--- src/rtl/ext_irq_ctrl_if.sv ---
// Bus bundle between the external interrupt controller and its environment.
// The slave modport is the controller view; the master modport is the
// board/core side that drives sources, mask, overrun clear and acknowledge.
interface ext_irq_ctrl_if #(
  parameter int NSRC = 4,
  parameter int IDW  = 2
);
  logic [NSRC-1:0] irq_src;
  logic [NSRC-1:0] irq_mask;
  logic            ovr_clr;
  logic            ExtIAck;
  logic            ExtIRQ;
  logic [IDW-1:0]  irq_id;
  logic [NSRC-1:0] pending;
  logic [NSRC-1:0] overrun;

  modport slave (
    input  irq_src, irq_mask, ovr_clr, ExtIAck,
    output ExtIRQ, irq_id, pending, overrun
  );

  modport master (
    output irq_src, irq_mask, ovr_clr, ExtIAck,
    input  ExtIRQ, irq_id, pending, overrun
  );
endinterface

--- src/rtl/ext_irq_ctrl.sv ---
// External interrupt controller for the core's ExtIRQ/ExtIAck handshake.
// Raw lines are synchronised, rising edges latch pending bits, and the lowest
// enabled pending source is presented to the core one request at a time.
// After each completed handshake a fixed number of idle cycles is enforced.
module ext_irq_ctrl #(
  parameter int NSRC    = 4,
  parameter int IDW     = 2,
  parameter int HOLDOFF = 2
) (
  input  logic         clk,
  input  logic         reset,
  ext_irq_ctrl_if.slave bus
);

  typedef enum logic [1:0] {
    IDLE  = 2'd0,
    REQ   = 2'd1,
    WAITL = 2'd2,
    HOLD  = 2'd3
  } state_t;

  localparam logic [7:0] HOLD_LOAD = (HOLDOFF == 0) ? 8'd0 : 8'(HOLDOFF - 1);

  state_t          r_state;
  state_t          w_state_nxt;
  logic [NSRC-1:0] r_s1;
  logic [NSRC-1:0] r_s2;
  logic [NSRC-1:0] r_s3;
  logic [NSRC-1:0] r_pending;
  logic [NSRC-1:0] r_overrun;
  logic            r_irq;
  logic [IDW-1:0]  r_irq_id;
  logic [7:0]      r_cnt;

  logic [NSRC-1:0] w_edge;
  logic [NSRC-1:0] w_clr;
  logic [NSRC-1:0] w_eligible;
  logic [NSRC-1:0] w_ovr_set;
  logic [NSRC-1:0] w_pending_nxt;
  logic [NSRC-1:0] w_overrun_nxt;
  logic [IDW-1:0]  w_winner;
  logic            w_any;
  logic            w_irq_nxt;
  logic [IDW-1:0]  w_irq_id_nxt;
  logic [7:0]      w_cnt_nxt;

  // Two-flop synchroniser plus a delayed copy used for rising-edge detection.
  always_ff @(posedge clk or negedge reset) begin
    if (!reset) begin
      r_s1 <= '0;
      r_s2 <= '0;
      r_s3 <= '0;
    end else begin
      r_s1 <= bus.irq_src;
      r_s2 <= r_s1;
      r_s3 <= r_s2;
    end
  end

  // Clear strobe for the source being acknowledged; only REQ honours the ack.
  always_comb begin
    w_clr = '0;
    for (int i = 0; i < NSRC; i++) begin
      w_clr[i] = (r_state == REQ) && bus.ExtIAck && (r_irq_id == IDW'(i));
    end
  end

  // Pending/overrun update: a fresh edge always wins over the clear.
  always_comb begin
    w_edge        = r_s2 & ~r_s3;
    w_ovr_set     = w_edge & r_pending & ~w_clr;
    w_pending_nxt = (r_pending & ~w_clr) | w_edge;
    w_overrun_nxt = (r_overrun & ~{NSRC{bus.ovr_clr}}) | w_ovr_set;
    w_eligible    = r_pending & bus.irq_mask;
  end

  // Lowest eligible index wins; scanning downward leaves the lowest hit last.
  always_comb begin
    w_winner = '0;
    w_any    = 1'b0;
    for (int i = NSRC - 1; i >= 0; i--) begin
      if (w_eligible[i]) begin
        w_winner = IDW'(i);
        w_any    = 1'b1;
      end else begin
        w_any    = w_any;
      end
    end
  end

  // Pending and overrun registers.
  always_ff @(posedge clk or negedge reset) begin
    if (!reset) begin
      r_pending <= '0;
      r_overrun <= '0;
    end else begin
      r_pending <= w_pending_nxt;
      r_overrun <= w_overrun_nxt;
    end
  end

  // Handshake FSM next-state and registered-output values.
  always_comb begin
    w_state_nxt  = r_state;
    w_irq_nxt    = r_irq;
    w_irq_id_nxt = r_irq_id;
    w_cnt_nxt    = r_cnt;
    case (r_state)
      IDLE: begin
        if (w_any) begin
          w_irq_nxt    = 1'b1;
          w_irq_id_nxt = w_winner;
          w_state_nxt  = REQ;
        end else begin
          w_irq_nxt    = 1'b0;
        end
      end
      REQ: begin
        if (bus.ExtIAck) begin
          w_irq_nxt   = 1'b0;
          w_state_nxt = WAITL;
        end else begin
          w_irq_nxt   = 1'b1;
        end
      end
      WAITL: begin
        if (!bus.ExtIAck) begin
          if (HOLDOFF == 0) begin
            w_state_nxt = IDLE;
          end else begin
            w_cnt_nxt   = HOLD_LOAD;
            w_state_nxt = HOLD;
          end
        end else begin
          w_state_nxt = WAITL;
        end
      end
      HOLD: begin
        if (r_cnt == 8'd0) begin
          w_state_nxt = IDLE;
        end else begin
          w_cnt_nxt   = r_cnt - 8'd1;
        end
      end
      default: begin
        w_state_nxt = IDLE;
        w_irq_nxt   = 1'b0;
        w_cnt_nxt   = 8'd0;
      end
    endcase
  end

  // FSM state, request outputs and holdoff counter registers.
  always_ff @(posedge clk or negedge reset) begin
    if (!reset) begin
      r_state  <= IDLE;
      r_irq    <= 1'b0;
      r_irq_id <= '0;
      r_cnt    <= 8'd0;
    end else begin
      r_state  <= w_state_nxt;
      r_irq    <= w_irq_nxt;
      r_irq_id <= w_irq_id_nxt;
      r_cnt    <= w_cnt_nxt;
    end
  end

  assign bus.ExtIRQ  = r_irq;
  assign bus.irq_id  = r_irq_id;
  assign bus.pending = r_pending;
  assign bus.overrun = r_overrun;

endmodule

--- src/flat_wrapper.sv ---
// flat-port wrapper written by rule: the top's interface ports become plain ports
module ext_irq_ctrl_flat 
#(
  parameter int NSRC    = 4,
  parameter int IDW     = 2,
  parameter int HOLDOFF = 2
)
  (clk, reset, bus_irq_src, bus_irq_mask, bus_ovr_clr, bus_ExtIAck, bus_ExtIRQ, bus_irq_id, bus_pending, bus_overrun);
  ext_irq_ctrl_if #(.NSRC(NSRC), .IDW(IDW)) bus_i ();
  input  logic clk;
  input  logic reset;
  input wire logic [$bits(bus_i.irq_src)-1:0] bus_irq_src;
  input wire logic [$bits(bus_i.irq_mask)-1:0] bus_irq_mask;
  input wire logic [$bits(bus_i.ovr_clr)-1:0] bus_ovr_clr;
  input wire logic [$bits(bus_i.ExtIAck)-1:0] bus_ExtIAck;
  output wire logic [$bits(bus_i.ExtIRQ)-1:0] bus_ExtIRQ;
  output wire logic [$bits(bus_i.irq_id)-1:0] bus_irq_id;
  output wire logic [$bits(bus_i.pending)-1:0] bus_pending;
  output wire logic [$bits(bus_i.overrun)-1:0] bus_overrun;
  assign bus_i.irq_src = bus_irq_src;
  assign bus_i.irq_mask = bus_irq_mask;
  assign bus_i.ovr_clr = bus_ovr_clr;
  assign bus_i.ExtIAck = bus_ExtIAck;
  assign bus_ExtIRQ = bus_i.ExtIRQ;
  assign bus_irq_id = bus_i.irq_id;
  assign bus_pending = bus_i.pending;
  assign bus_overrun = bus_i.overrun;
  ext_irq_ctrl #(.NSRC(NSRC), .IDW(IDW), .HOLDOFF(HOLDOFF)) u_core (.clk(clk), .reset(reset), .bus(bus_i));
endmodule
--- config.mk ---
export PLATFORM = sky130hd
export DESIGN_NAME = ext_irq_ctrl_flat
export DESIGN_NICKNAME = d
export VERILOG_FILES = /design/src/rtl/ext_irq_ctrl_if.sv /design/src/rtl/ext_irq_ctrl.sv /design/src/flat_wrapper.sv
export SDC_FILE = /design/constraint.sdc
export NUM_CORES = 1
export LEC_CHECK = 0
export ABC_CLOCK_PERIOD_IN_PS = 5500
export CORE_MARGIN = 3
export CORE_UTILIZATION = 30
export DETAILED_ROUTE_END_ITERATION = 8
export PLACE_DENSITY = 0.5
export SLEW_MARGIN = 15
export SYNTH_ARGS = -nofsm -noshare
export SYNTH_HDL_FRONTEND = slang
export SYNTH_SLANG_ARGS = --single-unit
--- constraint.sdc ---
create_clock -name clk -period 5.5 [get_ports clk]
set_clock_uncertainty 0.2 [all_clocks]
set_input_delay 0.825 -clock clk [delete_from_list [all_inputs] [get_ports clk]]
set_output_delay 0.825 -clock clk [all_outputs]
set_load 0.02 [all_outputs]
======== Word level (Yosys, flattened, before mapping) ========
Cells that the tools add are included.
operators by class
  bitwise gates (word level) .............. 11
  add/sub/neg operators ................... 1
  muxes and demuxes ....................... 19
  reductions and logical operators ........ 13
  equality and inequality tests ........... 11
operators by type and width
  cell                   count
  $and A4 B4 Y4          6
  $mux W8                2
  $pmux W8 S2            1
  $mux W2                7
  $not A4 Y4             3
  $eq A2 B2 Y1 const B   4
  $logic_not A8 Y1       1
  $or A4 B4 Y4           2
  $pmux W2 S4            1
  $sub A8 B1 Y8 const B  1
  $mux W1                7
  $ne A2 B2 Y1 const B   3
  $reduce_and A3 Y1      2
  $logic_and A1 B1 Y1    5
  $eq A2 B1 Y1 const B   2
  $logic_not A2 Y1       2
  $ne A2 B1 Y1 const B   2
  $reduce_bool A2 Y1     2
  $pmux W1 S2            1
  $reduce_and A2 Y1      1
word-level totals
  input port bits ......................... 12
  bits in registers ....................... 33
  output and inout port bits .............. 11
  logic and storage cells ................. 64

======== Depth between registers and ports, before layout ========
  depth in word-level cells ............... 7
  depth in mapped cells ................... 6
  mapped depth without buffers ............ 6

======== Worst setup path before layout ========
No wires, ideal clock.
  path kind ............................... flip-flop to flip-flop
  from .................................... register u_core.r_cnt[0]
  to ...................................... register u_core.r_state[1]
  data required time ...................... 5.175 ns
  setup time .............................. 0.125 ns
  path buffers ............................ 0
  arrival ................................. 2.010 ns
  stages on the path, launching flop included .. 7
  period minus slack after synthesis ...... 2.335 ns
  slack ................................... 3.165 ns
  cell sequence ........................... dfrtp_1 > inv_1 > ha_1 > or4b_2 > o21ai_0 > nand3_1 > mux2_2
on the way
  word-level cells in the longest chain between the ends .. 3
RTL lines
  what                         line                 text
  start, declared              ext_irq_ctrl.sv:33   logic [7:0] r_cnt;
  start signal, assigned       ext_irq_ctrl.sv:164  r_cnt <= w_cnt_nxt;
  $logic_not A8 Y1             ext_irq_ctrl.sv:139  if (r_cnt == 8'd0) begin
  $ne A2 B1 Y1 (no line)       --
  $reduce_and A3 Y1 (no line)  --
  end signal, assigned         ext_irq_ctrl.sv:161  r_state <= w_state_nxt;
  end, declared                ext_irq_ctrl.sv:24   state_t r_state;
Every way passes these cells.
A chain may end at the register's enable or synchronous reset.

======== Final worst setup path ========
  from .................................... input port bus_ExtIAck
  to ...................................... register u_core.r_cnt[7]
on the way
  word-level cells in the longest chain between the ends .. 2
RTL lines
  what                         line                text
  start, declared              flat_wrapper.sv:15  input wire logic [$bits(bus_i.ExtIAck)-1:0] bus_ExtIAck;
  $ne A2 B2 Y1 (no line)       --
  $reduce_and A3 Y1 (no line)  --
Every way passes these cells.

==> implementation parameters <==
Parameter                              Value

Outcome
  Status ... finished, final reports clean

Synthesis
  Leading post-synthesis cells by cell area ... sky130_fd_sc_hd__dfrtp_1 57%, sky130_fd_sc_hd__ha_1 5.1%, sky130_fd_sc_hd__inv_1 3.3%
  Post-synth top area cell ... sky130_fd_sc_hd__dfrtp_1
  Post-synthesis sequential area ratio ... 56.6%
  Number of synthesized flops with an enable pin ... 0
  Ys async rst share ... 100%
  Top_reg_cell synth ... sky130_fd_sc_hd__dfrtp_1
  Flip-flop and latch count after synthesis ... 33
  Yosys synthesis warning count ... 0
  Mapped Area ... 1460 um^2
  Number of distinct library cells after synthesis ... 33
  Leading cell types by count after synthesis ... 33 x sky130_fd_sc_hd__dfrtp_1, 13 x sky130_fd_sc_hd__inv_1, 9 x sky130_fd_sc_hd__nand2_1, 9 x sky130_fd_sc_hd__o21ai_0
  Number of instances in the synthesized netlist ... 135
  Synthesized net count ... 153
  Yosys top cell area share ... 56.6%
  Count leader, synth ... sky130_fd_sc_hd__dfrtp_1
  Synthesized area per cell ... 10.8 um^2

Clock tree
  Clock latency on the worst-skew pair ... 0.27 ns
  H-tree depth ... 2
  Gates resized, CTS repair ... 0
  Cell chosen for the clock root ... sky130_fd_sc_hd__clkbuf_8
  Clk slew on worst S/H paths ... 0.07 ns
  Post-CTS Setup Repair Bufs ... 0
  TritonCTS clock tree ... built
  Total CTS buffers ... 5
  Clock tree buffer depth ... 2
  Clk sink count ... 33
  Number of buffers inserted by hold repair at cts ... 0

Worst hold path
  Hold path startpoint ... u_core.r_s1[3]
  Hold path endpoint ... u_core.r_s2[3]
  Hold-critical path depth ... 0
  Path category of the worst min-delay check ... flip-flop to flip-flop

Layout
  Area Overhead vs Synth ... 27.1%
  Inserted Diodes ... 0
  Cell area after layout ... 1860 um^2
  Layout cell share with drive strength beyond 1 ... 8.43%
  Number of nets in the final layout ... 183

Routing
  Number of nets with antenna violations after routing ... 0
  Number of design rule violations left after detail routing ... 0
  Routed vias ... 1095
  Routed Wire Length ... 2930 um
  Drt initial violations ... 49
  DRT Pass-1 Iters ... 4
  Routed WL per cell ... 12.7 um
  Number of vias per cell ... 4.74

Global routing
  Pin count of the biggest net entering global routing ... 34
  First-pass GRT wire length ... 5000 um
  Initial antenna violation count ... 0
  Via count of the first global-routing pass ... 1105
  Grt ovf ... 0
  GRT Util Overall ... 11.7%

STA
  Max-slew headroom ... 67.2%
  Number of failing hold endpoints at the final stage ... 0
  Minimum clock period after layout ... 2.64 ns
  Number of pins exceeding their max-slew limit in the final report ... 0
  RSZ-0062 raised after global routing ... false
  Transition time at the pin with the least slew margin ... 0.487 ns
  Hold_ws ... 0.151 ns
  Worst path setup slack after routing ... 2.86 ns
  Final Cycle Share ... 48.1%
  Max Clock Freq ... 378 MHz
  Setup total negative slack ... 0 ns
  Total setup violations reported at the end of the flow ... 0

Power and ir drop
  Total power density per cell area ... 498 nW/um^2
  Relative contribution of the clock network to total power ... 18.5%
  Switching power as a share of total power ... 38.3%
  Net switching power of the design ... 0.000354 W
  Design internal power ... 0.000570 W
  Combinational power share ... 42.2%
  Total power of the final layout ... 0.000924 W
  Leakage ... 0.784 nW
  Seq pwr share ... 39.2%
  Largest voltage drop on the vdd net ... 171 uV

Setup path
  Crit-path leading delay family ... simple AND/OR/NAND/NOR gates
  R2r endpoint ... u_core.r_state[1]
  Worst R2R Path Depth ... 6
  Sequence of cells on the critical path ... clkdlybuf4s50_1 -> and2_1 -> or3_4 -> or4_1 -> a21oi_1
  Worst Path Max Fanout ... 7
  Critical Path End Type ... flip-flop
  Setup slack of the worst register-to-register path ... 2.90 ns
  Buffer and inverter count on the worst path ... 1
  Slowest cell on the critical path ... sky130_fd_sc_hd__clkdlybuf4s50_1
  Critical path class ... primary input to flip-flop
  Req. time, crit path ... 5.50 ns
  Worst flop-to-flop path startpoint ... u_core.r_cnt[0]
  Kind of start point of the critical path ... primary input
  Worst endpoint data arrival time ... 2.65 ns
  Delay of the slowest cell on the worst path ... 0.52 ns
  Worst setup path startpoint ... bus_ExtIAck

Placement
  Routability congestion estimate ... 0.809
  Worst slack after detailed placement ... 2.59 ns
  HPWL after DPL ... 2230 um
  Port bufs ... 22
  Placed cell area ... 1770 um^2

Die
  Effective utilization at floorplan ... 32.2%
  Die boundary height ... 75.8 um
  Top Ports ... 23
  Number of rows created at floorplan ... 24
  Core outline area ... 4530 um^2
  DIE AREA ... 5740 um^2
  Horiz. Die Dim ... 75.8 um

Job
  # Max-Cap Violations ... 0
-- cell families after synthesis --
logic type / share of synthesized area, %
flip-flops: 56.6
buffers and inverters: 3.34
multiplexers: 3.60
adder cells (fa/ha/maj): 5.14
AO/OA/AOI/OAI: 15.4
AND/OR/NAND/NOR: 15.9
-- power groups by stage --
stage / Clock (W) / Sequential (W) / Combinational (W)
3_5_place_dp: 0 / 0.000368 / 0.000393
6_report: 0.000171 / 0.000362 / 0.000390
4_1_cts: 0.000181 / 0.000363 / 0.000395
3_3_place_gp: 0 / 0.000366 / 0.000388
2_1_floorplan: 0 / 0.000387 / 0.000237
5_1_grt: 0.000192 / 0.000375 / 0.000441
-- stage by stage --
step	cells	utilization, %
CTS	231	40.9
detailed placement	223	39.0
floorplan	135	-
global route	231	40.9
finish	231	40.9
global placement	223	39.0
-- per-layer routing --
| metal | part of all wire [%] | track usage, % | vias to the layer above | wire length (um) |
|---|---|---|---|---|
| met5 | 0 | 0 | - | 0 |
| met4 | 0.51 | 4.66 | 0 | 15 |
| met3 | 5.5 | 4.62 | 2 | 162 |
| met2 | 48 | 17.7 | 21 | 1400 |
| met1 | 46 | 14.9 | 528 | 1350 |
| li1 | - | - | 544 | - |
-- how the worst max path moves through the flow --
stage / endpoint / slack [ns] / depth (start not counted)
floorplan: u_core.r_state[1] / 3.17 / 6
global placement: u_core.r_cnt[7] / 2.61 / 5
detailed placement: u_core.r_cnt[7] / 2.59 / 5
CTS: u_core.r_cnt[7] / 2.88 / 5
global route: u_core.r_state[1] / 2.71 / 6
finish: u_core.r_cnt[7] / 2.86 / 5
-- cells in the final DEF (no fill, tap or decap), types with 5 or more instances in the layout --
cell type and instances:
sky130_fd_sc_hd__o21ai_0 9, sky130_fd_sc_hd__clkbuf_8 5, sky130_fd_sc_hd__dfrtp_1 33, sky130_fd_sc_hd__ha_1 6, sky130_fd_sc_hd__inv_1 13, sky130_fd_sc_hd__nor2_1 8, sky130_fd_sc_hd__a21oi_1 8, sky130_fd_sc_hd__nand2_1 9
sky130_fd_sc_hd__nand3_1 7, sky130_fd_sc_hd__clkdlybuf4s50_1 22
-- state kept, by name, indices dropped and copies added, names as in the netlist --
name	flops
u_core.bus.irq_id	2
u_core.bus.pending	4
u_core.r_s1	4
u_core.r_s2	4
u_core.bus.overrun	4
u_core.r_cnt	8
u_core.r_state	2
u_core.bus.ExtIRQ	1
u_core.r_s3	4
-- cell type report --
cell class                 instances  area (um^2)
tap                               65         81.3
sequential                        33          826
clock inverter                     3         17.5
fill                             439         2680
clock buffer                       5         68.8
timing repair buffer              23          228
multi-input combinational         89          586
inverter                          13         48.8
No activity file was read; power rests on OpenSTA's default activity.
